==> src/rtl/pattern_player.sv <==
// Siteswap juggling pattern player: walks a loaded throw pattern one beat per tick and
// tracks ball landings. Optional ball_count_out port enabled by PATTERN_PLAYER_BALL_COUNT_EN.
module pattern_player #(
   parameter int MAX_BALLS = 7
) (
   input  logic            clk_in,
   input  logic            rst_n_in,
   input  logic [6:0][2:0] pattern_in,
   input  logic [2:0]      pattern_length,
   input  logic            load_in,
   input  logic            beat_tick_in,
   output logic            throw_valid_out,
   output logic [2:0]      throw_height_out,
   output logic [2:0]      throw_ball_out,
   output logic            playing_out,
   output logic            error_out
`ifdef PATTERN_PLAYER_BALL_COUNT_EN
   ,
   output logic [2:0]      ball_count_out
`endif
);

   typedef enum logic [1:0] {IDLE, PLAY, ERROR} state_t;

   state_t          state_q, state_d;
   logic [6:0][2:0] pattern_q, pattern_d;
   logic [2:0]      len_q, len_d;
   logic [2:0]      pos_q, pos_d;
   logic [2:0]      next_ball_q, next_ball_d;
   logic [7:0]      occ_q, occ_d;
   logic [7:0][2:0] slot_ball_q, slot_ball_d;
   logic            vld_p0, vld_p1;
   logic [2:0]      height_p0, height_p1;
   logic [2:0]      ball_p0, ball_p1;
   logic [2:0]      h;
   logic [2:0]      thrown;
   logic            fault;

   always_comb begin
      state_d     = state_q;
      pattern_d   = pattern_q;
      len_d       = len_q;
      pos_d       = pos_q;
      next_ball_d = next_ball_q;
      occ_d       = occ_q;
      slot_ball_d = slot_ball_q;
      vld_p0      = 1'b0;
      height_p0   = height_p1;
      ball_p0     = ball_p1;
      h           = pattern_q[pos_q];
      thrown      = slot_ball_q[0];
      fault       = 1'b0;

      if (load_in && pattern_length != 3'd0) begin
         state_d     = PLAY;
         pattern_d   = pattern_in;
         len_d       = pattern_length;
         pos_d       = 3'd0;
         next_ball_d = 3'd0;
         occ_d       = '0;
         slot_ball_d = '0;
      end else if (state_q == PLAY && beat_tick_in) begin
         if (h == 3'd0) begin
            fault = occ_q[0];
         end else begin
            // a landing ball is rethrown; otherwise a fresh ball enters the pattern
            fault = occ_q[h];
            if (!occ_q[0]) begin
               thrown = next_ball_q;
               if (next_ball_q == 3'(MAX_BALLS))
                  fault = 1'b1;
            end
         end

         if (fault) begin
            state_d = ERROR;
         end else begin
            occ_d       = {1'b0, occ_q[7:1]};
            slot_ball_d = {3'b000, slot_ball_q[7:1]};
            pos_d       = (pos_q == len_q - 3'd1) ? 3'd0 : pos_q + 3'd1;
            if (h != 3'd0) begin
               occ_d[h - 3'd1]       = 1'b1;
               slot_ball_d[h - 3'd1] = thrown;
               vld_p0                = 1'b1;
               height_p0             = h;
               ball_p0               = thrown;
               if (!occ_q[0])
                  next_ball_d = next_ball_q + 3'd1;
            end
         end
      end
   end

   // p0 -> p1: schedule update and registered throw event
   always_ff @(posedge clk_in or negedge rst_n_in) begin
      if (!rst_n_in) begin
         state_q     <= IDLE;
         pattern_q   <= '0;
         len_q       <= 3'd0;
         pos_q       <= 3'd0;
         next_ball_q <= 3'd0;
         occ_q       <= '0;
         slot_ball_q <= '0;
         vld_p1      <= 1'b0;
         height_p1   <= 3'd0;
         ball_p1     <= 3'd0;
      end else begin
         state_q     <= state_d;
         pattern_q   <= pattern_d;
         len_q       <= len_d;
         pos_q       <= pos_d;
         next_ball_q <= next_ball_d;
         occ_q       <= occ_d;
         slot_ball_q <= slot_ball_d;
         vld_p1      <= vld_p0;
         height_p1   <= height_p0;
         ball_p1     <= ball_p0;
      end
   end

   assign throw_valid_out  = vld_p1;
   assign throw_height_out = height_p1;
   assign throw_ball_out   = ball_p1;
   assign playing_out      = (state_q == PLAY);
   assign error_out        = (state_q == ERROR);
`ifdef PATTERN_PLAYER_BALL_COUNT_EN
   assign ball_count_out   = next_ball_q;
`endif

endmodule

==> config.mk <==
export PLATFORM = sky130hd
export DESIGN_NAME = pattern_player
export DESIGN_NICKNAME = d
export VERILOG_FILES = /design/src/rtl/pattern_player.sv
export SDC_FILE = /design/constraint.sdc
export NUM_CORES = 1
export LEC_CHECK = 0
export CORE_UTILIZATION = 25
export CTS_CLUSTER_SIZE = 24
export DETAILED_ROUTE_END_ITERATION = 7
export PLACE_DENSITY_LB_ADDON = 0.1
export SYNTH_ARGS = -nofsm -noshare
export SYNTH_HDL_FRONTEND = slang
export SYNTH_SLANG_ARGS = --single-unit
==> constraint.sdc <==
create_clock -name clk_in -period 8.1 [get_ports clk_in]
set_input_delay 1.215 -clock clk_in [delete_from_list [all_inputs] [get_ports clk_in]]
set_output_delay 1.215 -clock clk_in [all_outputs]
set_load 0.005 [all_outputs]
==> After elaboration in Yosys (flattened, before gate mapping) <==
Cells that the tools add are included.
{ "op_classes": {"n_eq_ne": 6, "n_addsub": 4, "n_bitwise": 3, "n_lt_le_gt_ge": 4, "n_reduce_logical": 13, "n_mux": 42} }
{ "op_table": {"columns": ["operator", "count"], "rows": [
  ["$mux W24", 4],
  ["$mux W3", 15],
  ["$mux W8", 4],
  ["$bwmux W24", 1],
  ["$lt A3 B4 Y1 const B", 3],
  ["$mux W1", 11],
  ["$bmux W3 S3", 1],
  ["$demux W3 S3", 1],
  ["$or A7 B8 Y8", 1],
  ["$reduce_and A4 Y1", 2],
  ["$add A3 B1 Y3 const B", 2],
  ["$mux W2", 3],
  ["$reduce_bool A2 Y1", 3],
  ["$reduce_bool A3 Y1", 2],
  ["$sub A3 B1 Y3 const B", 2],
  ["$reduce_and A2 Y1", 2],
  ["$bmux W1 S3", 1],
  ["$demux W1 S3", 1],
  ["$eq A3 B3 Y1", 1],
  ["$eq A3 B3 Y1 const B", 1],
  ["$ge A3 B1 Y1 const B", 1],
  ["$logic_and A1 B1 Y1", 3],
  ["$logic_not A3 Y1", 1],
  ["$eq A2 B1 Y1 const B", 1],
  ["4 further kinds", 5]
]} }
{ "totals": {"input_bits": 28, "out_inout_bits": 9, "word_cells": 95, "regBits": 71} }

==> Longest topological paths before layout <==
{ "depth": {"ltp_word": 12, "mapped_depth": 13, "ltp_nobuf": 9} }

==> Least setup slack after synthesis <==
No wires, ideal clock.
{ "synth_path": {"kind": "flip-flop to flip-flop", "from": "register pos_q[0]", "to": "register slot_ball_q[6] (netlist name)", "path_buffers": 4, "required_ps": 8004, "slack_ps": 4977, "arrival_time_ps": 3027, "path_stages_with_launch": 12, "path_cell_list": "dfrtp_1 -> buf_4 -> nand2b_1 -> mux4_2 -> buf_2 -> buf_1 -> ha_1 -> ha_1 -> or4b_2 -> clkbuf_1 -> mux2i_1 -> o31ai_1"} }
{ "synth_between": {"elab_chain_len": 12, "word_cells_on_any_way": 27, "cone_classes": "add/sub (1); order compare (2); eq/ne (1); mux (19); reduce/logical (4)"} }
{ "synth_rtl": {"columns": ["item", "line_no", "source"], "rows": [
  ["start, declared", "28", "logic [2:0] pos_q, pos_d;"],
  ["start signal, assigned", "111", "pos_q <= pos_d;"],
  ["$bmux W3 S3 (*)", "50", "h = pattern_q[pos_q];"],
  ["$mux W3 (implied by the code) (*)", "50", null],
  ["$sub A3 B1 Y3", "83", "slot_ball_d[h - 3'd1] = thrown;"],
  ["$lt A3 B4 Y1 (implied by the code) / $ge A3 B1 Y1 (equally long branches)", "83", null],
  ["$logic_and A1 B1 Y1 (implied by the code)", "83", null],
  ["$mux W3 (implied by the code)", "83", null],
  ["$demux W3 S3", "83", null],
  ["$bwmux W24", "83", null],
  ["$mux W24", "81", "if (h != 3'd0) begin"],
  ["$mux W24", "75", "if (fault) begin"],
  ["$mux W24", "62", "end else if (state_q == PLAY && beat_tick_in) begin"],
  ["$mux W24", "54", "if (load_in && pattern_length != 3'd0) begin"],
  ["end signal, assigned", "114", "slot_ball_q <= slot_ball_d;"],
  ["end, declared", "31", "logic [7:0][2:0] slot_ball_q, slot_ball_d;"]
]} }
Mark *: on every way between the ends. The rest lies on a longest branch, timed or not. The select of a mux whose other input is x is not followed.
A chain may end at the register's enable or synchronous reset.

==> Worst setup path after layout <==
{ "layout_path": {"from": "register pos_q[0]", "to": "register occ_q[2]"} }
{ "layout_between": {"elab_chain_len": 12, "word_cells_on_any_way": 24, "cone_classes": "add/sub (1); order compare (2); eq/ne (1); mux (15); bitwise (1); reduce/logical (4)"} }
{ "layout_rtl": {"columns": ["item", "line_no", "source"], "rows": [
  ["$bmux W3 S3 (*)", "50", null],
  ["$mux W3 (implied by the code) (*)", "50", null],
  ["$sub A3 B1 Y3", "82", "occ_d[h - 3'd1] = 1'b1;"],
  ["$lt A3 B4 Y1 (implied by the code) / $ge A3 B1 Y1 (equally long branches)", "82", null],
  ["$logic_and A1 B1 Y1 (implied by the code)", "82", null],
  ["$mux W1 (implied by the code)", "82", null],
  ["$demux W1 S3", "82", null],
  ["$or A7 B8 Y8 (no source line)", null, null],
  ["$mux W8", "81", null],
  ["$mux W8", "75", null],
  ["$mux W8", "62", null],
  ["$mux W8", "54", null],
  ["end signal, assigned", "102", "occ_q <= '0;"],
  ["end signal, assigned", "113", "occ_q <= occ_d;"],
  ["end, declared", "30", "logic [7:0] occ_q, occ_d;"]
]} }
Marks and branches as above.

==> impl_metrics.env <==
export IMPL_cp_required_ns=8.33
export IMPL_finalMaxSlewViolations=0
export IMPL_synth_xor_area_frac=0.0117
export IMPL_drtIter0Drc=104
export IMPL_routed_wl_um=9380
export IMPL_fp_dieH_um=124
export IMPL_yosys_area_share_simple=0.191
export IMPL_synthFlopType="dfrtp_1"
export IMPL_rsz0062_at_grt="no"
export IMPL_power_internal_mw=0.884
export IMPL_grt_max_degree=72
export IMPL_clk_latency_ns=0.33
export IMPL_io_pins=37
export IMPL_seqCellArea_mm2=0.00178
export IMPL_critPathBufInv=0
export IMPL_ir_worst_vdd_mv=0.153
export IMPL_stdcell_count=581
export IMPL_power_switching_mw=0.518
export IMPL_switching_share=0.370
export IMPL_ant_nets=0
export IMPL_ys_async_sr_fraction=1.00
export IMPL_utilization=0.313
export IMPL_synth_seq_area_share=0.475
export IMPL_multiInputGateArea_mm2=0.00181
export IMPL_setup_viol=0
export IMPL_synth_area_leaders="dfrtp_1, mux2i_1, nand2_1"
export IMPL_grt_pass1_vias=3035
export IMPL_seqPwrFrac=0.321
export IMPL_yosys_warnings=0
export IMPL_die_area_mm2=0.0155
export IMPL_fin_tns_setup_ns=0
export IMPL_antenna_cells=0
export IMPL_rows=44
export IMPL_synth_fa_ha_area_frac=0.0201
export IMPL_synth_top_family_by_area="simple AND/OR/NAND/NOR gates"
export IMPL_timing_hold_ws_ns=0.473
export IMPL_ys_ff_latch=71
export IMPL_start_util=0.257
export IMPL_synthMuxAreaShare=0.132
export IMPL_cap_violations=0
export IMPL_drc=0
export IMPL_antenna_found_initial=0
export IMPL_h_tree_depth=3
export IMPL_fin_skew_ns=0.00741
export IMPL_period_needed_ns=4.03
export IMPL_cts_sinks=71
export IMPL_gr_total_overflow=0
export IMPL_cpMaxStageDelayCell="nand2_1"
export IMPL_syn_num_nets=403
export IMPL_final_nets=426
export IMPL_synth_cell_types=43
export IMPL_avgSynthCellArea_um2=10.1
export IMPL_area_growth_syn_to_layout_pct=22.0
export IMPL_synth_edf_count=0
export IMPL_clk_pin_slew_worst_paths_ns=0.06
export IMPL_p_clk_frac=0.314
export IMPL_cpPeakStageDelay_ns=0.80
export IMPL_share_comb_of_total_power=0.364
export IMPL_worst_pin_slew_ns=1.10
export IMPL_dr_pass1_iters=4
export IMPL_max_freq_mhz=248
export IMPL_yosysTopAreaCellShare=0.475
export IMPL_hp_class="flip-flop to flip-flop"
export IMPL_routedWlPerCell_um=16.1
export IMPL_yosysTopAreaCell="dfrtp_1"
export IMPL_cts_hold_buffers_added=0
export IMPL_cts_buffers_inserted=9
export IMPL_pwr_density_cell_mw_per_mm2=307
export IMPL_crit_family="simple AND/OR/NAND/NOR gates"
export IMPL_end_kind="flip-flop"
export IMPL_clockBufferDepth=2
export IMPL_syn_inst=369
export IMPL_core_mm2=0.0146
export IMPL_crit_arrival_ns=4.26
export IMPL_grt_pass1_wl_um=16100
export IMPL_grt_usage=0.131
export IMPL_cts_resized=0
export IMPL_cp_start_kind="flip-flop"
export IMPL_routed_via_count=2825
export IMPL_path_cells="mux2i_1 -> mux4_2 -> ha_1 -> ha_1 -> nor2b_1 -> nand2_1 -> nand2_1 -> a311oi_1"
export IMPL_max_slew_margin_rel=0.268
export IMPL_reg2reg_slack_ns=4.07
export IMPL_hold_viol=0
export IMPL_tritoncts="done"
export IMPL_cts_root_buf="clkbuf_16"
export IMPL_hpwl_um=5730
export IMPL_p_leak_nw=2.00
export IMPL_dp_cells=565
export IMPL_min_period_over_period=0.498
export IMPL_crit_fanout=28
export IMPL_portBuffers=36
export IMPL_status="finished, final reports clean"
export IMPL_p_total_mw=1.40
export IMPL_synth_compound_area_frac=0.124
export IMPL_drt_vias_per_instance=4.86
export IMPL_routabilityCongestion=0.703
export IMPL_critical_path_class="flip-flop to flip-flop"
export IMPL_die_w_um=124
export IMPL_drive_above_1_share=0.131
export IMPL_synth_area_mm2=0.00374
export IMPL_post_cts_buffers=0
export IMPL_fillers=1501
-- cells by family (layout without fill, tap and decap cells) --
family | count (synthesis) | count (layout)
simple gates | 150 | 150
flops | 71 | 71
compound gates | 55 | 55
mux | 45 | 45
buf+inv | 37 | 65
fa+ha+maj | 6 | 6
xor+xnor | 5 | 5
-- final cells by class --
class	count	share of cell area
multi-input combinational	261	0.396
tap	184	0.0504
clock inverter	5	0.0175
inverter	10	0.00822
sequential	71	0.389
timing repair buffer	39	0.0828
clock buffer	11	0.0554
-- cells in the final DEF, fill, tap and decap left out, types with 2 or more instances in the layout --
cell              n
a211oi_1          2
a21oi_1           2
a311oi_1          5
buf_4             3
bufinv_16         2
clkbuf_16         9
clkbuf_8          2
clkdlybuf4s50_1  35
clkinvlp_4        2
dfrtp_1          71
ha_1              6
inv_1            10
mux2_2            5
mux2i_1          36
mux4_2            3
nand2_1          76
nand2b_1          4
nand3_1           5
nand3b_1          3
nand4_1          29
nor2_1           13
nor2b_1           5
nor3_1            8
o21ai_0          10
o21ai_1           6
o31ai_1           7
o31ai_2          14
xnor2_1           5
-- worst register-to-register path, stage by stage, from the launching register on --
cell and delay, ns:
dfrtp_1 0.78, mux2i_1 0.17, mux4_2 0.69, ha_1 0.29, ha_1 0.27, nor2b_1 0.19
nand2_1 0.80, nand2_1 0.40, a311oi_1 0.35
-- synthesized netlist by cell type (all sizes together) (3+ instances only) --
cell type,count
a311oi,5
buf,11
clkbuf,16
dfrtp,71
ha,6
inv,10
mux2,6
mux2i,36
mux4,3
nand2,77
nand2b,4
nand3,6
nand3b,3
nand4,29
nor2,14
nor2b,5
nor3,8
o21ai,16
o31ai,22
xnor2,5
-- per-layer routing --
metal / GRT usage / routed length [µm] / up-vias
met5: 0 / 0 / -
li1: - / - / 1362
met4: 0.0404 / 74 / 0
met1: 0.181 / 4600 / 1401
met3: 0.0305 / 406 / 4
met2: 0.202 / 4300 / 58
-- metrics by stage --
step / setup slack (ns) / instance area [µm²]
after detailed placement: 4.08 / 4230
after global routing: 3.73 / 4560
after floorplan: 4.98 / 3740
final: 4.07 / 4560
after global placement: 4.18 / 4230
after CTS: 4.05 / 4560
-- sequential cells by signal, summed over array words and instances (netlist names) --
name              cells
occ_q                 8
state_q               2
slot_ball_q          24
throw_height_out      3
pos_q                 3
next_ball_q           3
throw_ball_out        3
pattern_q            21
len_q                 3
throw_valid_out       1
-- power by group through the flow --
stage / Combinational, mW / Clock [mW] / Sequential [mW]
after floorplan: 0.392 / 0 / 0.437
after global placement: 0.508 / 0 / 0.459
after detailed placement: 0.515 / 0 / 0.458
after CTS: 0.517 / 0.452 / 0.452
after global routing: 0.569 / 0.467 / 0.460
final: 0.511 / 0.441 / 0.450
-- final timing paths --
kind | startpoint | cells past startpoint | endpoint
max reg2reg | pos_q[0]$_DFFE_PN0P_ | 8 | occ_q[2]$_DFFE_PN0P_
min | pattern_q[6]$_DFFE_PN0P_ | 2 | pattern_q[6]$_DFFE_PN0P_
min in group asynchronous | rst_n_in | 2 | pattern_q[9]$_DFFE_PN0P_
max | pos_q[0]$_DFFE_PN0P_ | 8 | occ_q[2]$_DFFE_PN0P_
min reg2reg | pattern_q[6]$_DFFE_PN0P_ | 2 | pattern_q[6]$_DFFE_PN0P_
max in group asynchronous | rst_n_in | 2 | next_ball_q[0]$_DFFE_PN0P_
Power figures use the tool's default switching activity.
